### config.mk
export PLATFORM = sky130hd
export DESIGN_NAME = mips_mem_arbiter_flat
export DESIGN_NICKNAME = d
export VERILOG_FILES = /design/src/rtl/mips_mem_arbiter_pkg.sv /design/src/rtl/mips_mem_arbiter_if.sv /design/src/rtl/mips_rr_arb2.sv /design/src/rtl/mips_mem_arbiter.sv /design/src/flat_wrapper.sv
export SDC_FILE = /design/constraint.sdc
export NUM_CORES = 1
export LEC_CHECK = 0
export CORE_UTILIZATION = 40
export DETAILED_ROUTE_END_ITERATION = 16
export PLACE_DENSITY = 0.83
export SLEW_MARGIN = 15
export SYNTH_ARGS = -nofsm -noshare
export SYNTH_HDL_FRONTEND = slang
export SYNTH_SLANG_ARGS = --single-unit
### constraint.sdc
create_clock -name clk -period 1.8 [get_ports clk]
set_input_delay 0.18 -clock clk [delete_from_list [all_inputs] [get_ports clk]]
set_output_delay 0.18 -clock clk [all_outputs]
set_load 0.01 [all_outputs]
### src/rtl/mips_mem_arbiter_pkg.sv
// Shared types and constants for the MIPS data-memory arbiter.
package mips_mem_pkg;

  typedef enum logic [1:0] {
    IDLE   = 2'd0,
    ACCESS = 2'd1,
    RESP   = 2'd2
  } state_e;

  localparam logic [1:0] SZ_WORD = 2'b00;
  localparam logic [1:0] SZ_HALF = 2'b01;
  localparam logic [1:0] SZ_BYTE = 2'b10;
  localparam logic [1:0] SZ_RSVD = 2'b11;

  localparam logic PORT_IF = 1'b0;
  localparam logic PORT_DM = 1'b1;

endpackage

### src/rtl/mips_mem_arbiter_if.sv
// Fetch, load/store and memory-side signal bundle for mips_mem_arbiter.
interface mips_mem_arbiter_if #(
  parameter int unsigned ADDR_W = 32,
  parameter int unsigned DATA_W = 32
);
  logic              if_req;
  logic [ADDR_W-1:0] if_addr;
  logic              if_gnt;
  logic              if_done;
  logic [DATA_W-1:0] if_rdata;

  logic              dm_req;
  logic              dm_we;
  logic [1:0]        dm_size;
  logic [ADDR_W-1:0] dm_addr;
  logic [DATA_W-1:0] dm_wdata;
  logic              dm_gnt;
  logic              dm_done;
  logic [DATA_W-1:0] dm_rdata;
  logic              dm_err;

  logic [ADDR_W-1:0] mem_address;
  logic [DATA_W-1:0] mem_write_data;
  logic [1:0]        mem_store_ctrl;
  logic              mem_read;
  logic              mem_write;
  logic [DATA_W-1:0] mem_read_data;

  modport slave (
    input  if_req, if_addr, dm_req, dm_we, dm_size, dm_addr, dm_wdata, mem_read_data,
    output if_gnt, if_done, if_rdata, dm_gnt, dm_done, dm_rdata, dm_err,
           mem_address, mem_write_data, mem_store_ctrl, mem_read, mem_write
  );

  modport master (
    output if_req, if_addr, dm_req, dm_we, dm_size, dm_addr, dm_wdata, mem_read_data,
    input  if_gnt, if_done, if_rdata, dm_gnt, dm_done, dm_rdata, dm_err,
           mem_address, mem_write_data, mem_store_ctrl, mem_read, mem_write
  );
endinterface

### src/rtl/mips_rr_arb2.sv
// Two-way picker: round-robin by default, fixed data-port priority when
// MIPS_MEM_ARB_DATA_PRIO_EN is defined.
module mips_rr_arb2
  import mips_mem_pkg::*;
(
  input  logic clk,
  input  logic rst_n,
  input  logic req_if,
  input  logic req_dm,
  input  logic upd,
  output logic valid_c,
  output logic pick_c
);

`ifdef MIPS_MEM_ARB_DATA_PRIO_EN
  logic unused_arb;
  assign unused_arb = ^{clk, rst_n, upd};

  always_comb begin
    valid_c = req_if | req_dm;
    pick_c  = req_dm ? PORT_DM : PORT_IF;
  end
`else
  logic last_q;

  // Most recent winner; reset to fetch so the data port wins first.
  always_ff @(posedge clk or negedge rst_n) begin
    if (!rst_n)   last_q <= PORT_IF;
    else if (upd) last_q <= pick_c;
  end

  always_comb begin
    valid_c = req_if | req_dm;
    if (req_if && req_dm) pick_c = (last_q == PORT_IF) ? PORT_DM : PORT_IF;
    else                  pick_c = req_dm ? PORT_DM : PORT_IF;
  end
`endif

endmodule

### src/rtl/mips_mem_arbiter.sv
// Arbiter/sequencer sharing the single-ported data memory between fetch and
// load/store ports. Priority mode selected by MIPS_MEM_ARB_DATA_PRIO_EN.
module mips_mem_arbiter
  import mips_mem_pkg::*;
#(
  parameter int unsigned ADDR_W = 32,
  parameter int unsigned DATA_W = 32
) (
  input logic          clk,
  input logic          rst_n,
  mips_mem_arbiter_if.slave bus
);

  localparam logic [1:0] S_IDLE   = 2'(IDLE);
  localparam logic [1:0] S_ACCESS = 2'(ACCESS);
  localparam logic [1:0] S_RESP   = 2'(RESP);

  logic [1:0]        state_q, state_d;
  logic              port_q, port_d;
  logic              we_q, we_d;
  logic [1:0]        size_q, size_d;
  logic              if_gnt_q, if_gnt_d, dm_gnt_q, dm_gnt_d;
  logic              if_done_q, if_done_d, dm_done_q, dm_done_d;
  logic              dm_err_q, dm_err_d;
  logic [DATA_W-1:0] if_rdata_q, if_rdata_d, dm_rdata_q, dm_rdata_d;
  logic [ADDR_W-1:0] addr_q, addr_d;
  logic [DATA_W-1:0] wdata_q, wdata_d;
  logic [1:0]        ctrl_q, ctrl_d;
  logic              rd_q, rd_d, wr_q, wr_d;
  logic              arb_valid_c, arb_pick_c, arb_upd_c;

  mips_rr_arb2 u_arb (
    .clk     (clk),
    .rst_n   (rst_n),
    .req_if  (bus.if_req),
    .req_dm  (bus.dm_req),
    .upd     (arb_upd_c),
    .valid_c (arb_valid_c),
    .pick_c  (arb_pick_c)
  );

  always_ff @(posedge clk or negedge rst_n) begin
    if (!rst_n) begin
      state_q    <= S_IDLE;
      port_q     <= PORT_IF;
      we_q       <= 1'b0;
      size_q     <= SZ_WORD;
      if_gnt_q   <= 1'b0;
      dm_gnt_q   <= 1'b0;
      if_done_q  <= 1'b0;
      dm_done_q  <= 1'b0;
      dm_err_q   <= 1'b0;
      if_rdata_q <= '0;
      dm_rdata_q <= '0;
      addr_q     <= '0;
      wdata_q    <= '0;
      ctrl_q     <= SZ_WORD;
      rd_q       <= 1'b0;
      wr_q       <= 1'b0;
    end else begin
      state_q    <= state_d;
      port_q     <= port_d;
      we_q       <= we_d;
      size_q     <= size_d;
      if_gnt_q   <= if_gnt_d;
      dm_gnt_q   <= dm_gnt_d;
      if_done_q  <= if_done_d;
      dm_done_q  <= dm_done_d;
      dm_err_q   <= dm_err_d;
      if_rdata_q <= if_rdata_d;
      dm_rdata_q <= dm_rdata_d;
      addr_q     <= addr_d;
      wdata_q    <= wdata_d;
      ctrl_q     <= ctrl_d;
      rd_q       <= rd_d;
      wr_q       <= wr_d;
    end
  end

  // Next state plus next registered outputs; pulses default low each cycle.
  always_comb begin
    state_d    = state_q;
    port_d     = port_q;
    we_d       = we_q;
    size_d     = size_q;
    if_gnt_d   = 1'b0;
    dm_gnt_d   = 1'b0;
    if_done_d  = 1'b0;
    dm_done_d  = 1'b0;
    dm_err_d   = 1'b0;
    if_rdata_d = if_rdata_q;
    dm_rdata_d = dm_rdata_q;
    addr_d     = addr_q;
    wdata_d    = wdata_q;
    ctrl_d     = SZ_WORD;
    rd_d       = 1'b0;
    wr_d       = 1'b0;
    arb_upd_c  = 1'b0;

    case (state_q)
      S_IDLE, S_RESP: begin
        if (arb_valid_c) begin
          state_d   = S_ACCESS;
          arb_upd_c = 1'b1;
          port_d    = arb_pick_c;
          if (arb_pick_c == PORT_DM) begin
            dm_gnt_d = 1'b1;
            addr_d   = bus.dm_addr;
            wdata_d  = bus.dm_wdata;
            we_d     = bus.dm_we;
            size_d   = bus.dm_size;
            if (!bus.dm_we) begin
              rd_d = 1'b1;
            end else if (bus.dm_size != SZ_RSVD) begin
              wr_d   = 1'b1;
              ctrl_d = bus.dm_size;
            end
          end else begin
            if_gnt_d = 1'b1;
            addr_d   = bus.if_addr;
            we_d     = 1'b0;
            size_d   = SZ_WORD;
            rd_d     = 1'b1;
          end
        end else begin
          state_d = S_IDLE;
        end
      end
      S_ACCESS: begin
        state_d = S_RESP;
        if (port_q == PORT_DM) begin
          dm_done_d = 1'b1;
          dm_err_d  = we_q && (size_q == SZ_RSVD);
          if (!we_q) dm_rdata_d = bus.mem_read_data;
        end else begin
          if_done_d  = 1'b1;
          if_rdata_d = bus.mem_read_data;
        end
      end
      default: state_d = S_IDLE;
    endcase
  end

  assign bus.if_gnt         = if_gnt_q;
  assign bus.if_done        = if_done_q;
  assign bus.if_rdata       = if_rdata_q;
  assign bus.dm_gnt         = dm_gnt_q;
  assign bus.dm_done        = dm_done_q;
  assign bus.dm_rdata       = dm_rdata_q;
  assign bus.dm_err         = dm_err_q;
  assign bus.mem_address    = addr_q;
  assign bus.mem_write_data = wdata_q;
  assign bus.mem_store_ctrl = ctrl_q;
  assign bus.mem_read       = rd_q;
  assign bus.mem_write      = wr_q;

endmodule

### src/flat_wrapper.sv
// flat-port wrapper written by rule: the top's interface ports become plain ports
module mips_mem_arbiter_flat import mips_mem_pkg::*;
#(
  parameter int unsigned ADDR_W = 32,
  parameter int unsigned DATA_W = 32
)
  (clk, rst_n, bus_if_req, bus_if_addr, bus_dm_req, bus_dm_we, bus_dm_size, bus_dm_addr, bus_dm_wdata, bus_mem_read_data, bus_if_gnt, bus_if_done, bus_if_rdata, bus_dm_gnt, bus_dm_done, bus_dm_rdata, bus_dm_err, bus_mem_address, bus_mem_write_data, bus_mem_store_ctrl, bus_mem_read, bus_mem_write);
  mips_mem_arbiter_if #(.ADDR_W(ADDR_W), .DATA_W(DATA_W)) bus_i ();
  input logic clk;
  input logic rst_n;
  input wire logic [$bits(bus_i.if_req)-1:0] bus_if_req;
  input wire logic [$bits(bus_i.if_addr)-1:0] bus_if_addr;
  input wire logic [$bits(bus_i.dm_req)-1:0] bus_dm_req;
  input wire logic [$bits(bus_i.dm_we)-1:0] bus_dm_we;
  input wire logic [$bits(bus_i.dm_size)-1:0] bus_dm_size;
  input wire logic [$bits(bus_i.dm_addr)-1:0] bus_dm_addr;
  input wire logic [$bits(bus_i.dm_wdata)-1:0] bus_dm_wdata;
  input wire logic [$bits(bus_i.mem_read_data)-1:0] bus_mem_read_data;
  output wire logic [$bits(bus_i.if_gnt)-1:0] bus_if_gnt;
  output wire logic [$bits(bus_i.if_done)-1:0] bus_if_done;
  output wire logic [$bits(bus_i.if_rdata)-1:0] bus_if_rdata;
  output wire logic [$bits(bus_i.dm_gnt)-1:0] bus_dm_gnt;
  output wire logic [$bits(bus_i.dm_done)-1:0] bus_dm_done;
  output wire logic [$bits(bus_i.dm_rdata)-1:0] bus_dm_rdata;
  output wire logic [$bits(bus_i.dm_err)-1:0] bus_dm_err;
  output wire logic [$bits(bus_i.mem_address)-1:0] bus_mem_address;
  output wire logic [$bits(bus_i.mem_write_data)-1:0] bus_mem_write_data;
  output wire logic [$bits(bus_i.mem_store_ctrl)-1:0] bus_mem_store_ctrl;
  output wire logic [$bits(bus_i.mem_read)-1:0] bus_mem_read;
  output wire logic [$bits(bus_i.mem_write)-1:0] bus_mem_write;
  assign bus_i.if_req = bus_if_req;
  assign bus_i.if_addr = bus_if_addr;
  assign bus_i.dm_req = bus_dm_req;
  assign bus_i.dm_we = bus_dm_we;
  assign bus_i.dm_size = bus_dm_size;
  assign bus_i.dm_addr = bus_dm_addr;
  assign bus_i.dm_wdata = bus_dm_wdata;
  assign bus_i.mem_read_data = bus_mem_read_data;
  assign bus_if_gnt = bus_i.if_gnt;
  assign bus_if_done = bus_i.if_done;
  assign bus_if_rdata = bus_i.if_rdata;
  assign bus_dm_gnt = bus_i.dm_gnt;
  assign bus_dm_done = bus_i.dm_done;
  assign bus_dm_rdata = bus_i.dm_rdata;
  assign bus_dm_err = bus_i.dm_err;
  assign bus_mem_address = bus_i.mem_address;
  assign bus_mem_write_data = bus_i.mem_write_data;
  assign bus_mem_store_ctrl = bus_i.mem_store_ctrl;
  assign bus_mem_read = bus_i.mem_read;
  assign bus_mem_write = bus_i.mem_write;
  mips_mem_arbiter #(.ADDR_W(ADDR_W), .DATA_W(DATA_W)) u_core (.clk(clk), .rst_n(rst_n), .bus(bus_i));
endmodule
==> flow_metrics.tcl, run 1 <==
set metrics [dict create \
    status "completed" \
    drv_cap 0 \
    clock-skew-final_ps 5.39 \
    p_leak_nw 3.79 \
    path_clk_slew_ps 60 \
    rsz0062_at_grt "no" \
    io_pins 272 \
    cp_slowest_cell "dfrtp_1" \
    maxSlewViolCount 0 \
    vdd_ir_drop_max_uv 673 \
    wirelength_um 14500 \
    grt.overflow.total 0 \
    cts_tree "built" \
    synthCells 348 \
    fillers 913 \
    port_buffers 271 \
    track_usage_pct 21.4 \
    postCtsResizedCells 0 \
    setup_tns_ps 0 \
    die_y_um 119 \
    wl_per_cell_um 17.6 \
    cts_hold_buffers 1 \
    die_w_um 119 \
    routabilityCongestion 0.764 \
    numClockSinks 143 \
    crit_buf_inv 1 \
    via_count 4056 \
    crit_family "flip-flops" \
    numCtsBuffers 17 \
    drc_errors 0 \
    postRouteAntennaNets 0 \
    dieArea_um2 14100 \
    required_ps 2100 \
    ys_seq_elements 143 \
    drive_above_1_share_pct 22.0 \
    crit_type "flip-flop to flip-flop" \
    syn_avg_cell_area_um2 15.7 \
    cts_setup_buffers 0 \
    nNetsFinal 768 \
    finalNonFillerCells 822 \
    syn_area_um2 5460 \
    ys_warn_count 0 \
    period_needed_ps 1580 \
    grt_pass1_wl_um 22900 \
    diodes 0 \
    viasPerCell 4.93 \
    clock-root-buffer "clkbuf_16" \
    cts.path.max_buffers 2 \
    synth_seq_area_share_pct 65.6 \
    dp.cells 789 \
    tightest_slew_ps 423 \
    area_growth_pct 67.5 \
    first_pass_iters 4 \
    finalCoreUtilization_pct 68.7 \
    crit_chain "and2b_1, and2_1, buf_12, mux2_2" \
    hold_viol 0 \
    power_density_nw_per_um2 1470 \
    timing.hold.ws_ps 259 \
    slew-limit-headroom_pct 71.8 \
    arrival_ps 1880 \
    crit_path_end_kind "flip-flop" \
    crit_fanout 33 \
    initial_core_util_pct 41.0 \
    worst_slack_ps 217 \
    grt_pass1_vias 4524 \
    period_share_pct 87.9 \
    cp_slowest_stage_delay_ps 500 \
    clock.fmax_ghz 0.632 \
    drt_iter0_markers 143 \
    pre_cts_ws_ps 26.4 \
    dp_hpwl_um 10500 \
    antenna_found_initial 0 \
    final_area_um2 9140 \
    cp-start-kind "flip-flop" \
    synth.distinct_cells 24 \
    core_um2 13300 \
    std_cell_rows 42 \
    setup_violations 0 \
    grt_max_degree 51 \
    cts.htree.levels 4 \
    synth_fp_nets 483 \
    total_power_mw 13.5 \
    insertion_delay_ps 410 \
    hp-class "input pin to asynchronous set/reset pin" \
    placed_area_um2 8490 \
]
-- synth_stat cells, drive strengths merged --
cell / n / area share, %
a21oi: 2 / 0.18
a211oi: 2 / 0.46
and4b: 2 / 0.37
o21bai: 1 / 0.14
nor2: 2 / 0.18
and3: 1 / 0.11
a22o: 3 / 0.48
mux2: 96 / 20
nand2b: 1 / 0.11
inv: 5 / 0.34
clkbuf: 4 / 0.28
dfrtp: 143 / 66
buf: 16 / 1.7
nand3: 1 / 0.092
nand2: 1 / 0.069
and2: 33 / 3.8
o21ai: 1 / 0.092
nand3b: 1 / 0.14
a221o: 32 / 5.9
and2b: 1 / 0.14
-- logic make-up after synthesis --
logic type             after synthesis  synth area share [%]
buffers and inverters               25                  2.36
AO/OA/AOI/OAI                       41                  7.22
AND/OR/NAND/NOR                     43                  5.00
flip-flops                         143                  65.6
multiplexers                        96                  19.8
-- worst register-to-register path: stages (launching register included) --
cell and delay [ps]:
dfrtp_1 500, and2b_1 180, and2_1 170, buf_12 220, mux2_2 390
-- layout by cell type (no fill, tap or decap), drive strengths merged, types with 2 or more instances in the layout --
cell	n
a211oi	2
clkdlybuf4s50	270
mux2	96
a221o	32
buf	15
bufinv	4
clkinvlp	4
nor2	2
inv	6
a22o	3
and2	33
dfrtp	143
and4b	2
clkbuf	19
a21oi	2
clkinv	4
-- power breakdown --
group | leakage [nW] | switching (mW) | total [mW] | internal, mW
Combinational | 1.78 | 1.70 | 4.77 | 3.08
Sequential | 1.71 | 0.635 | 4.98 | 4.35
Clock | 0.302 | 1.33 | 3.72 | 2.39
Total | 3.79 | 3.66 | 13.5 | 9.82
-- flip-flops by register name (all words and copies together) (netlist names), 2 cells and up --
register                   cells
u_core.bus.dm_rdata           32
u_core.bus.if_rdata           32
u_core.bus.mem_address        32
u_core.bus.mem_write_data     32
u_core.bus.mem_store_ctrl      2
u_core.size_q                  2
u_core.state_q                 2
-- routing by layer --
layer	global-route usage (%)	vias to the layer above	wire length, um
met5	0	-	0
met4	10.3	0	400
met3	6.95	28	1080
met2	37.9	198	7530
met1	23.0	1994	5440
li1	-	1836	-
-- final timing paths --
| check | from | end | slack, ps | depth (start not counted) |
|---|---|---|---|---|
| worst max-delay path | u_core.state_q[0] | u_core.bus.if_rdata[1] | 220 | 4 |
| worst min-delay path | rst_n | u_core.bus.mem_write_data[28] | 260 | 2 |
| worst max register to register | u_core.state_q[0] | u_core.bus.if_rdata[1] | 220 | 4 |
| worst min register to register | u_core.bus.mem_write_data[30] | u_core.bus.mem_write_data[30] | 490 | 1 |
| max in group asynchronous | rst_n | u_core.bus.mem_write_data[7] | 950 | 3 |
| min in group clk | bus_dm_wdata[30] | u_core.bus.mem_write_data[30] | 370 | 2 |
-- final cells by class --
type | count | area, um2 | area share (%)
clock buffer | 19 | 453 | 4.96
sequential | 143 | 3580 | 39.2
timing repair buffer | 286 | 2920 | 31.9
inverter | 5 | 18.8 | 0.205
tap | 176 | 220 | 2.41
multi-input combinational | 180 | 1770 | 19.3
clock inverter | 13 | 186 | 2.04
Note: power is estimated with default switching activity, not from simulation.
==> run 2, diff against run 1 <==
SETUP_SLACK_MARGIN = 0.3   (was unset)
==> run 2 against run 1 <==
Final cell count up 1.7%. Register-to-register slack better by 40 ps. Count of clock-buffer cells in the layout unchanged. Sequential power about the same. Critical endpoint is now u_core.bus.mem_write_data[19]. Largest cell class unchanged.
==> flow_metrics.tcl, run 2 (same netlist as run 1, synthesis figures left out) <==
set metrics [dict create \
    worstReg2RegEnd "u_core.bus.mem_write_data[19]" \
    viasPerCell 5.00 \
    wirelength_um 16400 \
    io_pins 272 \
    dp_hpwl_um 10500 \
    period_share_pct 85.4 \
    power_switching_mw 3.75 \
    switching_share_pct 28.4 \
    internal-power_mw 9.44 \
    fillers 904 \
    power_density_nw_per_um2 1390 \
    grt_max_degree 45 \
    arrival_ps 1840 \
    pwr-share-clk_pct 28.2 \
    rrSetupSlack_ps 260 \
    drv_cap 0 \
    area_growth_pct 74.3 \
    setup_violations 0 \
    initial_core_util_pct 41.0 \
    crit_type "flip-flop to flip-flop" \
    path_clk_slew_ps 60 \
    rsz0062_at_grt "yes" \
    antenna_found_initial 0 \
    maxSlewViolCount 0 \
    slew-limit-headroom_pct 71.7 \
    regToRegStartpoint "u_core.port_q" \
    cts.htree.levels 4 \
    final_area_um2 9510 \
    power_frac_seq_pct 37.6 \
    seqCellArea_um2 3580 \
    required_ps 2100 \
    most-common-layout-cells "dfrtp_1 (141), clkdlybuf4s50_1 (135), dlygate4sd2_1 (96), mux2_2 (59), dlymetal6s2s_1 (39)" \
    drt_iter0_markers 234 \
    routabilityCongestion 0.764 \
    finalCoreUtilization_pct 71.5 \
    grt.overflow.total 0 \
    core_um2 13300 \
    cts_tree "built" \
    drc_errors 0 \
    cp_slowest_stage_delay_ps 440 \
    std_cell_rows 42 \
    drive_above_1_share_pct 24.5 \
    combPwrFrac_pct 34.2 \
    cts.path.max_buffers 2 \
    grt_pass1_wl_um 23300 \
    vdd_ir_drop_max_uv 676 \
    crit_buf_inv 2 \
    first_pass_iters 4 \
    status "completed" \
    crit_chain "a211oi_4, buf_6, clkbuf_16, mux2_4" \
    crit_family "flip-flops" \
    cp_slowest_cell "dfrtp_2" \
    cp-start-kind "flip-flop" \
    clock.fmax_ghz 0.650 \
    hp-class "input pin to asynchronous set/reset pin" \
    tightest_slew_ps 425 \
    p_leak_nw 4.61 \
    multiInputGateArea_um2 1910 \
    total_power_mw 13.2 \
    crit_fanout 6 \
    numCtsBuffers 17 \
    clock-root-buffer "clkbuf_16" \
    timing.hold.ws_ps 258 \
    r2r_cells 4 \
    numClockSinks 143 \
    nNetsFinal 782 \
    setup_tns_ps 0 \
    clock-skew-final_ps 4.56 \
    dieArea_um2 14100 \
    via_count 4181 \
    wl_per_cell_um 19.6 \
    grt_pass1_vias 4564 \
    crit_path_end_kind "flip-flop" \
    die_w_um 119 \
    period_needed_ps 1540 \
    port_buffers 271 \
    postRouteAntennaNets 0 \
    die_y_um 119 \
    diodes 0 \
    insertion_delay_ps 410 \
    hold_viol 0 \
    placed_area_um2 8490 \
    final_common_cell "dfrtp_1" \
    track_usage_pct 21.9 \
]
-- run 2: changes by cell type in the layout (fill, tap and decap cells not counted), sizes merged --
cell	before	now
clkdlybuf4s50	270	135
buf	15	23
dlygate4sd2	0	96
dlymetal6s2s	0	39
clkbuf	19	25
-- run 2: layout make-up --
| type | instances | share of cell area [%] |
|---|---|---|
| clock buffer | 19 | 4.76 |
| clock inverter | 13 | 1.96 |
| inverter | 5 | 0.197 |
| multi-input combinational | 180 | 20.0 |
| sequential | 143 | 37.7 |
| tap | 176 | 2.32 |
| timing repair buffer | 300 | 33.1 |
-- run 2: how the worst max path moves through the flow --
stage | start | end | slack, ps | depth (start not counted)
floorplan | u_core.state_q[0] | u_core.bus.mem_write_data[30] | 310 | 3
global placement | bus_dm_req | u_core.bus.mem_write_data[16] | 80 | 5
detailed placement | bus_dm_req | u_core.bus.mem_address[22] | 30 | 6
CTS | u_core.state_q[0] | u_core.bus.mem_write_data[26] | 290 | 4
global route | u_core.state_q[0] | u_core.bus.dm_rdata[18] | 220 | 4
finish | u_core.port_q | u_core.bus.mem_write_data[19] | 260 | 4
-- run 2: through the flow --
stage / setup slack (ps) / std cells
4_1_cts: 294 / 825
3_5_place_dp: 26.4 / 789
5_1_grt: 221 / 836
2_1_floorplan: 308 / 348
3_3_place_gp: 79.0 / 789
6_report: 262 / 836
-- run 2: power by group through the flow --
stage          combinational [mW]  sequential, mW  clock, mW
2_1_floorplan                1.28            5.47          0
3_3_place_gp                 4.71            4.95          0
3_5_place_dp                 4.81            5.02          0
4_1_cts                      4.32            4.96       3.80
5_1_grt                      4.76            5.10       3.92
6_report                     4.51            4.97       3.72
-- run 2: layer usage --
metal  track usage [%]  vias to the layer above  wire [um]
li1                  -                     1864          -
met1              23.7                     2086       6230
met2              38.8                      202       8590
met3              6.47                       29       1110
met4              10.8                        0        439
met5                 0                        -          0
-- run 2: repair_timing --
item	in CTS	in global routing
endpoints found under the setup margin	206	158
endpoints found under the hold margin	39	0
buffers inserted	2	3
hold buffers	1	0
resized for setup	99	80
pin swaps	0	1
gates cloned	1	8
==> run 3, diff against run 2 <==
MAX_ROUTING_LAYER = met4   (was unset)
==> run 3 against run 2 <==
Count of clock-buffer cells in the layout did not move. Largest power group unchanged. Power barely moved. Via count barely moved. Clock power barely moved. Critical path depth did not move. Sequential power barely moved. Global-route usage rose by 0.67 points. Register-to-register slack barely moved. First-iteration DRC count fell by 12%. Critical endpoint unchanged.
==> flow_metrics.tcl, run 3 (same netlist as run 1, synthesis figures left out) <==
set metrics [dict create \
    period_share_pct 85.1 \
    clock-root-buffer "clkbuf_16" \
    clock.fmax_ghz 0.653 \
    setup_tns_ps 0 \
    viasPerCell 5.00 \
    status "completed" \
    power_frac_seq_pct 37.6 \
    grt.overflow.total 0 \
    arrival_ps 1830 \
    regToRegStartpoint "u_core.port_q" \
    cts.htree.levels 4 \
    hold_viol 0 \
    postRouteAntennaNets 0 \
    numClockSinks 143 \
    dp.cells 789 \
    port_buffers 271 \
    std_cell_rows 42 \
    numCtsBuffers 17 \
    first_pass_iters 4 \
    crit_fanout 6 \
    p_leak_nw 4.61 \
    most-common-layout-cells "dfrtp_1 (141), clkdlybuf4s50_1 (135), dlygate4sd2_1 (96), mux2_2 (59), dlymetal6s2s_1 (39)" \
    internal-power_mw 9.44 \
    final_common_cell "dfrtp_1" \
    routabilityCongestion 0.774 \
    dieArea_um2 14100 \
    period_needed_ps 1530 \
    grt-busiest-layer "met2" \
    total_power_mw 13.2 \
    io_pins 272 \
    crit_path_end_kind "flip-flop" \
    drc_errors 0 \
    pre_cts_ws_ps 26.4 \
    initial_core_util_pct 41.0 \
    power_density_nw_per_um2 1390 \
    antenna_found_initial 0 \
    slew-limit-headroom_pct 71.7 \
    met2_usage_pct 38.8 \
    vdd_ir_drop_max_uv 631 \
    drt_iter0_markers 207 \
    grt_use_met1_pct 24.4 \
    power_switching_mw 3.75 \
    core_um2 13300 \
    grt.met3_usage_pct 6.23 \
    finalNonFillerCells 836 \
    clock-skew-final_ps 4.13 \
    grt_pass1_vias 4565 \
    area_growth_pct 74.3 \
    tightest_slew_ps 424 \
    pwr-share-clk_pct 28.2 \
    maxSlewViolCount 0 \
    path_clk_slew_ps 60 \
    rsz0062_at_grt "yes" \
    required_ps 2100 \
    nNetsFinal 782 \
    die_w_um 119 \
    via_count 4182 \
    timing.hold.ws_ps 259 \
    hp-class "input pin to asynchronous set/reset pin" \
    die_y_um 119 \
    diodes 0 \
    drive_above_1_share_pct 24.5 \
    wl_per_cell_um 19.5 \
    combPwrFrac_pct 34.2 \
    worst_slack_ps 269 \
    switching_share_pct 28.4 \
    wirelength_um 16300 \
    grt_max_degree 45 \
    cts_tree "built" \
    crit_start "u_core.port_q" \
    setup_violations 0 \
    grt_pass1_wl_um 23300 \
    drv_cap 0 \
    cp-start-kind "flip-flop" \
    insertion_delay_ps 410 \
    track_usage_pct 22.6 \
    dp_hpwl_um 10500 \
    crit_type "flip-flop to flip-flop" \
    cts.path.max_buffers 2 \
]
==> run 3: final cells by class <==
class / count / area [um2]
clock buffer: 19 / 453
multi-input combinational: 180 / 1910
inverter: 5 / 18.8
fill: 908 / 3790
timing repair buffer: 300 / 3140
clock inverter: 13 / 186
sequential: 143 / 3580
tap: 176 / 220
==> run 3: what timing repair did <==
| action | 4_1_cts | 5_1_grt |
|---|---|---|
| endpoints found under the setup margin | 206 | 158 |
| endpoints found under the hold margin | 39 | 0 |
| hold buffers | 1 | 0 |
| gates resized for setup | 99 | 80 |
| pin swaps | 0 | 1 |
| buffers inserted | 2 | 3 |
| gates cloned | 1 | 8 |
==> run 3: routing by layer <==
metal | up-vias | part of all wire, %
met3 | 29 | 6.3
met1 | 2091 | 39
li1 | 1862 | -
met5 | - | 0
met2 | 200 | 52
met4 | 0 | 2.5
==> run 3: critical path, cell delays in order, from the launching register on <==
cell and delay, ps:
dfrtp_2 440, a211oi_4 300, buf_6 190, clkbuf_16 170
mux2_4 300
==> run 3: power by group through the flow <==
stage               clock network, mW  registers [mW]  logic [mW]
floorplan                           0            5.47        1.28
global placement                    0            4.95        4.71
detailed placement                  0            5.02        4.81
CTS                              3.80            4.96        4.32
global route                     3.92            5.10        4.76
finish                           3.72            4.97        4.51
==> run 3: final timing paths <==
path / end / cells past startpoint / slack (ps)
worst max-delay path: u_core.bus.mem_write_data[19] / 4 / 270
worst min-delay path: u_core.bus.mem_write_data[28] / 2 / 260
worst max register to register: u_core.bus.mem_write_data[19] / 4 / 270
worst min register to register: u_core.bus.if_rdata[10] / 1 / 500
max in group asynchronous: u_core.bus.dm_rdata[0] / 3 / 950
min in group clk: u_core.bus.mem_write_data[12] / 2 / 380
==> run 3: per-stage QoR <==
step | utilization (%) | area [um2]
after floorplan | - | 5460
after global placement | 63.9 | 8490
after detailed placement | 63.9 | 8490
after CTS | 68.2 | 9060
after global routing | 71.5 | 9510
final | 71.5 | 9510
